--- src/rtl/mem_arb_pkg.sv ---
// Shared types and defaults for the two-requester memory port arbiter.
package mem_arb_pkg;

    localparam int unsigned ADDR_W_DEF = 10;
    localparam int unsigned DATA_W_DEF = 32;

    // Arbiter FSM: IDLE grants combinationally, BUSY replays the held access.
    typedef enum logic {
        ST_IDLE = 1'b0,
        ST_BUSY = 1'b1
    } state_e;

    typedef enum logic [1:0] {
        OP_NONE = 2'd0,
        OP_RD   = 2'd1,
        OP_WR   = 2'd2
    } op_e;

    // A simultaneous read and write is treated as a write.
    function automatic op_e decode_op(input logic rd, input logic wr);
        if (wr) begin
            return OP_WR;
        end else if (rd) begin
            return OP_RD;
        end
        return OP_NONE;
    endfunction

endpackage

--- src/rtl/rr_arb2.sv ---
// Combinational two-way grant: a lone requester wins; on a tie the favoured
// requester wins in round-robin mode, otherwise requester 0 wins.
module rr_arb2 (
    input  logic i_req0,
    input  logic i_req1,
    input  logic i_prio,
    input  logic i_mode,
    output logic o_valid,
    output logic o_gnt
);

    // Grant index: 0 = requester 0, 1 = requester 1.
    always_comb begin
        o_valid = i_req0 | i_req1;
        o_gnt   = 1'b0;
        if (i_req0 && i_req1) begin
            o_gnt = i_mode ? i_prio : 1'b0;
        end else if (i_req1) begin
            o_gnt = 1'b1;
        end
    end

endmodule

--- src/rtl/mem_port_arbiter.sv ---
// Shares one memory-system port between a load/store requester (0) and a
// fetch/DMA requester (1). Hits complete in the granting cycle; a miss is
// replayed from holding registers until the memory system releases its stall.
module mem_port_arbiter
    import mem_arb_pkg::*;
#(
    parameter int unsigned ADDR_W      = ADDR_W_DEF,
    parameter int unsigned DATA_W      = DATA_W_DEF,
    parameter int unsigned ROUND_ROBIN = 1
) (
    input  logic              clk,
    input  logic              rst,
    input  logic              r0_read,
    input  logic              r0_write,
    input  logic [ADDR_W-1:0] r0_addr,
    input  logic [DATA_W-1:0] r0_wdata,
    output logic              r0_stall,
    input  logic              r1_read,
    input  logic              r1_write,
    input  logic [ADDR_W-1:0] r1_addr,
    input  logic [DATA_W-1:0] r1_wdata,
    output logic              r1_stall,
    output logic [DATA_W-1:0] rdata,
    output logic              mem_read,
    output logic              mem_write,
    output logic [ADDR_W-1:0] mem_addr,
    output logic [DATA_W-1:0] mem_wdata,
    input  logic              mem_stall,
    input  logic [DATA_W-1:0] mem_rdata
);

    state_e            r_state, w_state_d;
    logic              r_owner, w_owner_d;
    logic              r_prio, w_prio_d;
    op_e               r_hold_op, w_hold_op_d;
    logic [ADDR_W-1:0] r_hold_addr, w_hold_addr_d;
    logic [DATA_W-1:0] r_hold_wdata, w_hold_wdata_d;

    logic              w_req0;
    logic              w_req1;
    logic              w_mode;
    logic              w_valid;
    logic              w_gnt;
    op_e               w_gop;
    logic [ADDR_W-1:0] w_gaddr;
    logic [DATA_W-1:0] w_gwdata;

    assign w_req0 = r0_read | r0_write;
    assign w_req1 = r1_read | r1_write;
    assign w_mode = (ROUND_ROBIN != 0);

    rr_arb2 u_rr_arb2 (
        .i_req0  (w_req0),
        .i_req1  (w_req1),
        .i_prio  (r_prio),
        .i_mode  (w_mode),
        .o_valid (w_valid),
        .o_gnt   (w_gnt)
    );

    // Select the granted requester's access for the IDLE fast path.
    always_comb begin
        w_gop    = w_gnt ? decode_op(r1_read, r1_write) : decode_op(r0_read, r0_write);
        w_gaddr  = w_gnt ? r1_addr : r0_addr;
        w_gwdata = w_gnt ? r1_wdata : r0_wdata;
    end

    // Next-state and downstream/stall outputs; reset forces the bus quiet.
    always_comb begin
        mem_read       = 1'b0;
        mem_write      = 1'b0;
        mem_addr       = '0;
        mem_wdata      = '0;
        r0_stall       = w_req0;
        r1_stall       = w_req1;
        rdata          = mem_rdata;
        w_state_d      = r_state;
        w_owner_d      = r_owner;
        w_prio_d       = r_prio;
        w_hold_op_d    = r_hold_op;
        w_hold_addr_d  = r_hold_addr;
        w_hold_wdata_d = r_hold_wdata;

        if (!rst) begin
            case (r_state)
                ST_IDLE: begin
                    if (w_valid) begin
                        mem_read  = (w_gop == OP_RD);
                        mem_write = (w_gop == OP_WR);
                        mem_addr  = w_gaddr;
                        mem_wdata = w_gwdata;
                        // Loser keeps its default stall (= its request).
                        if (w_gnt) begin
                            r1_stall = mem_stall;
                        end else begin
                            r0_stall = mem_stall;
                        end
                        if (mem_stall) begin
                            w_hold_op_d    = w_gop;
                            w_hold_addr_d  = w_gaddr;
                            w_hold_wdata_d = w_gwdata;
                            w_owner_d      = w_gnt;
                            w_state_d      = ST_BUSY;
                        end else if (w_mode) begin
                            w_prio_d = ~w_gnt;
                        end
                    end
                end
                ST_BUSY: begin
                    // Requester inputs are ignored until the held access ends.
                    mem_read  = (r_hold_op == OP_RD);
                    mem_write = (r_hold_op == OP_WR);
                    mem_addr  = r_hold_addr;
                    mem_wdata = r_hold_wdata;
                    if (r_owner) begin
                        r1_stall = mem_stall;
                    end else begin
                        r0_stall = mem_stall;
                    end
                    if (!mem_stall) begin
                        w_state_d = ST_IDLE;
                        if (w_mode) begin
                            w_prio_d = ~r_owner;
                        end
                    end
                end
                default: begin
                    w_state_d = ST_IDLE;
                end
            endcase
        end
    end

    // State, arbitration and holding registers with synchronous reset.
    always_ff @(posedge clk) begin
        if (rst) begin
            r_state      <= ST_IDLE;
            r_owner      <= 1'b0;
            r_prio       <= 1'b0;
            r_hold_op    <= OP_NONE;
            r_hold_addr  <= '0;
            r_hold_wdata <= '0;
        end else begin
            r_state      <= w_state_d;
            r_owner      <= w_owner_d;
            r_prio       <= w_prio_d;
            r_hold_op    <= w_hold_op_d;
            r_hold_addr  <= w_hold_addr_d;
            r_hold_wdata <= w_hold_wdata_d;
        end
    end

endmodule

--- config.mk ---
export PLATFORM = sky130hd
export DESIGN_NAME = mem_port_arbiter
export DESIGN_NICKNAME = d
export VERILOG_FILES = /design/src/rtl/mem_arb_pkg.sv /design/src/rtl/rr_arb2.sv /design/src/rtl/mem_port_arbiter.sv
export SDC_FILE = /design/constraint.sdc
export NUM_CORES = 1
export LEC_CHECK = 0
export BUFFER_PORTS_ARGS = -buffer_cell sky130_fd_sc_hd__buf_2
export CORE_AREA = 4 4 108 84
export DETAILED_ROUTE_END_ITERATION = 10
export DIE_AREA = 0 0 112 88
export GPL_ROUTABILITY_DRIVEN = 1
export PLACE_DENSITY = 0.8
export SYNTH_ARGS = -nofsm -noshare
export SYNTH_HDL_FRONTEND = slang
export SYNTH_SLANG_ARGS = --single-unit
export TNS_END_PERCENT = 30
--- constraint.sdc ---
create_clock -name clk -period 1.5 [get_ports clk]
set_clock_uncertainty 0.1 [all_clocks]
set_input_delay 0.15 -clock clk [delete_from_list [all_inputs] [get_ports clk]]
set_output_delay 0.15 -clock clk [all_outputs]
set_load 0.02 [all_outputs]
==> results of run 1 <==
-- synthesized netlist by cell type, types with 4 or more instances --
| cell | instances |
|---|---|
| a211oi_2 | 21 |
| nor2_1 | 48 |
| buf_2 | 6 |
| mux2i_1 | 42 |
| clkbuf_1 | 16 |
| o21ai_1 | 9 |
| a21oi_1 | 4 |
| buf_4 | 32 |
| dfxtp_1 | 47 |
| nand2_1 | 44 |
| o21ai_0 | 39 |
| buf_6 | 4 |
| a211oi_1 | 21 |
-- flip-flops by register name (all words and copies together) (netlist names) --
name	flops
r_hold_op	2
r_owner	1
r_hold_wdata	32
r_prio	1
r_state	1
r_hold_addr	10
-- path summary, 6_finish.rpt --
| path | startpoint | to | slack [ns] | depth (start not counted) |
|---|---|---|---|---|
| worst max-delay path | r_prio | mem_addr[3] | -0.41 | 6 |
| worst max register to register | r_prio | r_hold_addr[2] | -0.10 | 7 |
| worst min register to register | r_hold_addr[9] | r_hold_addr[9] | 0.40 | 2 |
| worst min-delay path | rst | r_owner | 0.10 | 3 |
-- cell type report --
type | count | area [µm²]
well taps | 105 | 131
repair buffers | 215 | 1670
multi-input cells | 254 | 2350
clock inverters | 2 | 60.1
inverters | 3 | 11.3
flip-flops and latches | 47 | 943
fillers | 587 | 2640
clock buffers | 6 | 72.6
-- report_power, final --
| group | internal (mW) | switching, mW |
|---|---|---|
| Combinational | 0.978 | 0.900 |
| Clock | 0.667 | 0.434 |
| Sequential | 1.36 | 0.0632 |
-- cells by family (layout without fill, tap and decap cells) --
family / count (synthesis) / in the layout / synth area share, %
compound gates: 102 / 102 / 24.6
mux: 43 / 43 / 14.1
simple gates: 109 / 109 / 15.5
buf+inv: 66 / 226 / 15.2
flops: 47 / 47 / 30.6
-- per-stage QoR --
step | setup TNS (ns) | instance area (µm²) | hold WS, ns | setup WS (ns)
finish | -17.02 | 5250 | 0.104 | -0.408
global route | -23.96 | 5250 | 0.108 | -0.495
CTS | -17.98 | 4810 | 0.0960 | -0.420
detailed placement | -10.30 | 4310 | 0.200 | -0.240
global placement | -6.42 | 4310 | 0.200 | -0.146
floorplan | -0.975 | 3410 | 0.267 | -0.0849
-- critical path: stages (launching register included) --
cell	delay (ns)
dfxtp_2	0.35
o22ai_4	0.15
buf_4	0.19
buf_12	0.16
mux2i_2	0.29
o21ai_2	0.08
buf_2	0.16
-- cell usage in the layout (no fill, tap or decap), types with 2 or more instances in the layout --
cell type / Yosys / layout
buf_2: 6 / 113
buf_4: 32 / 66
nor2_1: 48 / 45
dfxtp_1: 47 / 45
nand2_1: 44 / 44
mux2i_4: 0 / 33
o21ai_2: 0 / 33
a211oi_2: 21 / 23
a211oi_1: 21 / 19
buf_6: 4 / 18
buf_12: 3 / 10
mux2i_2: 0 / 9
o21ai_4: 0 / 6
o21ai_1: 9 / 5
clkbuf_8: 0 / 5
nor2_2: 1 / 4
o21ai_0: 39 / 4
buf_16: 0 / 4
clkbuf_16: 0 / 4
inv_1: 3 / 3
a21oi_2: 0 / 3
nor3_1: 3 / 3
nand3_1: 3 / 3
nor2b_4: 0 / 2
nand2b_1: 2 / 2
bufinv_16: 0 / 2
dfxtp_2: 0 / 2
-- routing by layer --
metal / GRT usage, % / vias to the layer above / part of all wire (%)
met5: 0 / - / 0
met1: 22.5 / 1548 / 38
met2: 38.4 / 165 / 52
met3: 6.42 / 17 / 8.3
met4: 4.04 / 0 / 1.5
li1: - / 1579 / -
-- what timing repair did --
| action | 4_1_cts | 5_1_grt |
|---|---|---|
| resized for setup | 58 | 55 |
| buffers inserted | 7 | 7 |
| endpoints found under the setup margin | 89 | 90 |
| hold buffers | 0 | 0 |
| gates cloned | 4 | 4 |
| pin swaps | 15 | 18 |
==> key figures, run 1 <==
Run status
  • Status: complete, but fails checks
  • Violated checks: setup timing

Layout
  • Final layout net count: 649
  • Layout cells sized above 1: 64.9%
  • Syn-to-layout area delta: 70.8%
  • # diodes: 0
  • Post-Route Utilization: approximately two thirds
  • Post-route insts no fill: 632

Place
  • GPL Wtd Cong: 0.841
  • DPL Wire Length: 6650 µm
  • PortBufs: roughly 140
  • Placed cell count: 602

Synthesis
  • Post-synth top area share: 30.6%
  • Cells after Synth: 367
  • Syn Nets: 490
  • Post-synth top area cell: dfxtp_1
  • Main synth FF type: dfxtp_1
  • Fraction of registers with async set/reset: 0%
  • #FFs+latches synth: 47
  • Top cells by area, synth: dfxtp_1 (31%), mux2i_1 (14%), a211oi_2 (8.6%)
  • Cell Area, Synth: between 3000 and 4000 µm²
  • Count of flip-flops with a built-in enable after synthesis: 0
  • Post-synthesis cell type count: 36
  • Syn Area/Cell: 8.37 µm²
  • YS warnings: 0
  • Sequential share of the synthesized area: 30.6%

Floorplanning
  • Io pins: 201
  • Die Height: 88 µm
  • CORE AREA: 7880 µm²
  • Initial core utilization: approximately 40%
  • Rows: 28
  • Die Area: 9860 µm²
  • Die X: 112 µm

Global route
  • Largest net degree at the start of global routing: 49
  • GRT Util Overall: slightly above 20%
  • Vias in the first global route: around 3,400
  • Total grt overflow: 0
  • Initial antenna violation count: 0
  • First-pass GRT wire length: 16,300 µm

Worst setup path
  • Worst setup SP type: flip-flop
  • Crit path DAT: 1.66 ns
  • Crit path required time: 1.25 ns
  • Crit path max fanout: 6
  • CP Capture Type: output pin
  • Critical path type: flip-flop to output pin

Clocking
  • Clock Path Buffers: 2
  • CTS Buf Count: 5
  • H-tree levels: 2
  • CTS tree: yes
  • Worst-skew pair later-pin latency: just under 0.3 ns
  • Clock slew at reported path FFs: 0.09 ns
  • Clock root buffer: clkbuf_8
  • Clk sinks: 47

Power and ir drop
  • Maximum VDD drop: 0.459 mV
  • Pleak: 2.18 nW
  • Power density cells: between 800 and 900 nW/µm²
  • Total power: between 4 and 5 mW

Drt
  • Vias per inst: between 5 and 6
  • Initial DRC count: 134
  • Vias: 3,309
  • Pre-antenna DRT Iters: 4
  • Detailed-route wire length: around 11,000 µm
  • Routed WL per cell: 17.0 µm
  • Post-route antenna net violation count: 0
  • Drc violations: 0

Timing
  • Worst-margin pin slew: roughly 0.39 ns
  • Max Transition Viols Final: 0
  • Fmax: 524 MHz
  • Final Hold Viols: 0
  • Final setup fails: 75
  • RSZ-0062 raised after global routing: true
  • Worst relative slew slack: 73.7%
  • Minimum clock period: 1.91 ns
  • Worst Setup Slack, final: -0.408 ns
  • Final period util: 127%

Job
  • Max Cap Violations: 0

Worst hold path
  • Min-Delay Path Class: input pin to flip-flop
Power figures use the tool's default switching activity.
==> inputs of run 2 (changes only) <==
Settings changed: ABC_AREA set to 1, CORE_AREA 4 4 108 84 to 4 4 111 86, DIE_AREA 0 0 112 88 to 0 0 115 90, PLACE_DENSITY 0.8 to 0.84.
Clock period 1.5 ns to 2 ns, I/O delays scaled along.
==> key figures, run 2 <==
Run status
  • Status: finished clean

Power and ir drop
  • Pleak: 2.77 nW
  • Maximum VDD drop: 0.312 mV
  • Power density cells: 621 nW/µm²

Worst setup path
  • Crit Reg-Reg Startpoint: r_state
  • Worst setup SP type: flip-flop
  • Crit path DAT: 1.61 ns
  • R2R Setup Slk: 0.55 ns
  • Crit path required time: 1.70 ns
  • Crit path max fanout: 18
  • Critical path type: flip-flop to output pin
  • CP Capture Type: output pin
  • Worst r2r dst: r_hold_addr[4]
  • Register-to-Register Path Depth: 7

Timing
  • Worst Setup Slack, final: 0.0949 ns
  • Worst relative slew slack: 72.3%
  • Final Hold Viols: 0
  • Final period util: 95.3%
  • Max Transition Viols Final: 0
  • Minimum clock period: about 1.9 ns
  • Final setup fails: 0
  • Worst-margin pin slew: about 0.42 ns
  • Hold Slack: 0.106 ns
  • Fmax: 525 MHz

Layout
  • Design Area, Final: 4560 µm²
  • Commonest non-fill, non-tap cells in the layout: nand2_1 (225), inv_1 (138), buf_2 (135), a21oi_1 (89), nand3_1 (50)
  • Largest register FFs: 32
  • Post-route insts no fill: ~900
  • Largest reg by FF count: r_hold_wdata
  • Layout cells sized above 1: a little over a fifth
  • Syn-to-layout area delta: 17.3%
  • Commonest non-fill, non-tap cell in the layout: nand2_1
  • Final layout net count: 890
  • # diodes: 0
  • Biggest regs: r_hold_wdata x32, r_hold_addr x10, r_hold_op x2

Synthesis
  • Sequential share of the synthesized area: between 20% and 30%
  • Compound-Gate Fraction of Synth Area: about an eighth
  • Post-synthesis cell type count: 20
  • Count of flip-flops with a built-in enable after synthesis: 0
  • Syn Nets: between 800 and 900
  • Top cells by area, synth: dfxtp_1 (24%), nand2_1 (22%), inv_1 (13%)
  • Synth top cells by count: nand2_1 (225), inv_1 (139), a21oi_1 (89)
  • Syn Area/Cell: 5.69 µm²
  • Cell Area, Synth: 3890 µm²
  • Cells after Synth: 683
  • Synth Area in Simple Gates: 37.7%
  • Mux cell area share after synthesis: 0%
  • Cell with the most instances after synthesis: nand2_1
  • Main synth FF type: dfxtp_1
  • Synth Area in Adders: 0%
  • Main combinational cell family by area after synthesis: simple AND/OR/NAND/NOR gates
  • #FFs+latches synth: 47
  • Fraction of registers with async set/reset: 0%
  • Post-synthesis xor/xnor area fraction: 0%
  • YS warnings: 0
  • Post-synth top area cell: dfxtp_1
  • Post-synth top area share: 24.2%

Floorplanning
  • CORE AREA: 8420 µm²
  • Initial core utilization: 46.2%
  • Die X: roughly 120 µm
  • Io pins: 201
  • Rows: 29
  • Die Height: 90 µm
  • Die Area: 10,400 µm²

Clocking
  • Hold_buf cts: 0
  • Clk sinks: 47
  • CTS Buf Count: 5
  • Clock Path Buffers: 2
  • Clock root buffer: clkbuf_16
  • Clock slew at reported path FFs: 0.06 ns
  • H-tree levels: 2
  • Worst-skew pair later-pin latency: 0.28 ns
  • CTS tree: yes

Place
  • Placed cell count: 866
  • Pre-CTS setup slack: 0.210 ns
  • GPL Wtd Cong: 0.798
  • PortBufs: 136
  • Placed inst area: 4400 µm²
  • DPL Wire Length: 7070 µm

Global route
  • GRT Util Overall: 19.0%
  • Total grt overflow: 0
  • Largest net degree at the start of global routing: 88
  • Initial antenna violation count: 0
  • Vias in the first global route: 3,688
  • First-pass GRT wire length: 16,800 µm

Worst hold path
  • HP Start: mem_stall
  • Hold Path Depth: 3
  • Min-Delay Path Class: input pin to flip-flop
  • Worst hold path endpoint: r_state

Drt
  • Initial DRC count: between 200 and 300
  • Drc violations: 0
  • Routed WL per cell: around 12 µm
  • Detailed-route wire length: 10,200 µm
  • Vias: between 4,000 and 5,000
  • Post-route antenna net violation count: 0
  • Vias per inst: between 4 and 5
  • Pre-antenna DRT Iters: 5

Job
  • Max Cap Violations: 0
## run 2: layout make-up
cell class	count	area (µm²)
flip-flops and latches	47	942
fillers	867	3860
inverters	142	533
clock buffers	5	125
repair buffers	149	856
multi-input cells	422	1950
clock inverters	3	15.0
well taps	108	135
## run 2: critical path, stage by stage, from the launching register on
cell and delay [ns]:
dfxtp_1 0.33, inv_1 0.07, nand2_4 0.11, nand2_4 0.07
buf_4 0.21, nand2_1 0.10, nand3_1 0.07, a21oi_1 0.18
buf_4 0.17
## run 2: routing by layer
| metal | vias up | GRT usage [%] | wire (µm) |
|---|---|---|---|
| li1 | 2208 | - | - |
| met3 | 14 | 4.83 | 1030 |
| met5 | - | 0 | 0 |
| met1 | 1708 | 25.0 | 4720 |
| met4 | 0 | 4.79 | 103 |
| met2 | 200 | 31.0 | 4370 |
## run 2: cell families (layout without fill, tap and decap cells)
group	Yosys count	count (layout)
compound gates	97	97
simple gates	325	325
flops	47	47
buf+inv	214	299
## run 2: worst max path at each step
stage | startpoint | end | slack, ns | cells past startpoint
2_1_floorplan | r_state | mem_addr[0] | 0.50 | 6
3_3_place_gp | r1_read | mem_write | 0.27 | 10
3_5_place_dp | r1_write | mem_addr[8] | 0.21 | 9
4_1_cts | r_state | mem_addr[9] | 0.008 | 7
5_1_grt | r_prio | mem_read | -0.001 | 8
6_report | r_prio | mem_addr[8] | 0.09 | 8
## run 2: what timing repair did
action	CTS	global route
resized for setup	0	2
setup endpoints to repair	0	38
hold endpoints to repair	0	0
buffers inserted	0	2
## run 2: power breakdown
group | total (mW) | switching, mW | internal [mW]
logic | 0.979 | 0.603 | 0.376
clock network | 0.791 | 0.335 | 0.456
registers | 1.06 | 0.0406 | 1.02
## run 2: through the flow
stage	utilization [%]	TNS (ns)	power [mW]
floorplan	-	0	1.85
global placement	52.3	0	2.04
detailed placement	52.3	0	2.05
CTS	54.0	0	2.86
global route	54.2	-0.000974	3.03
finish	54.2	0	2.83
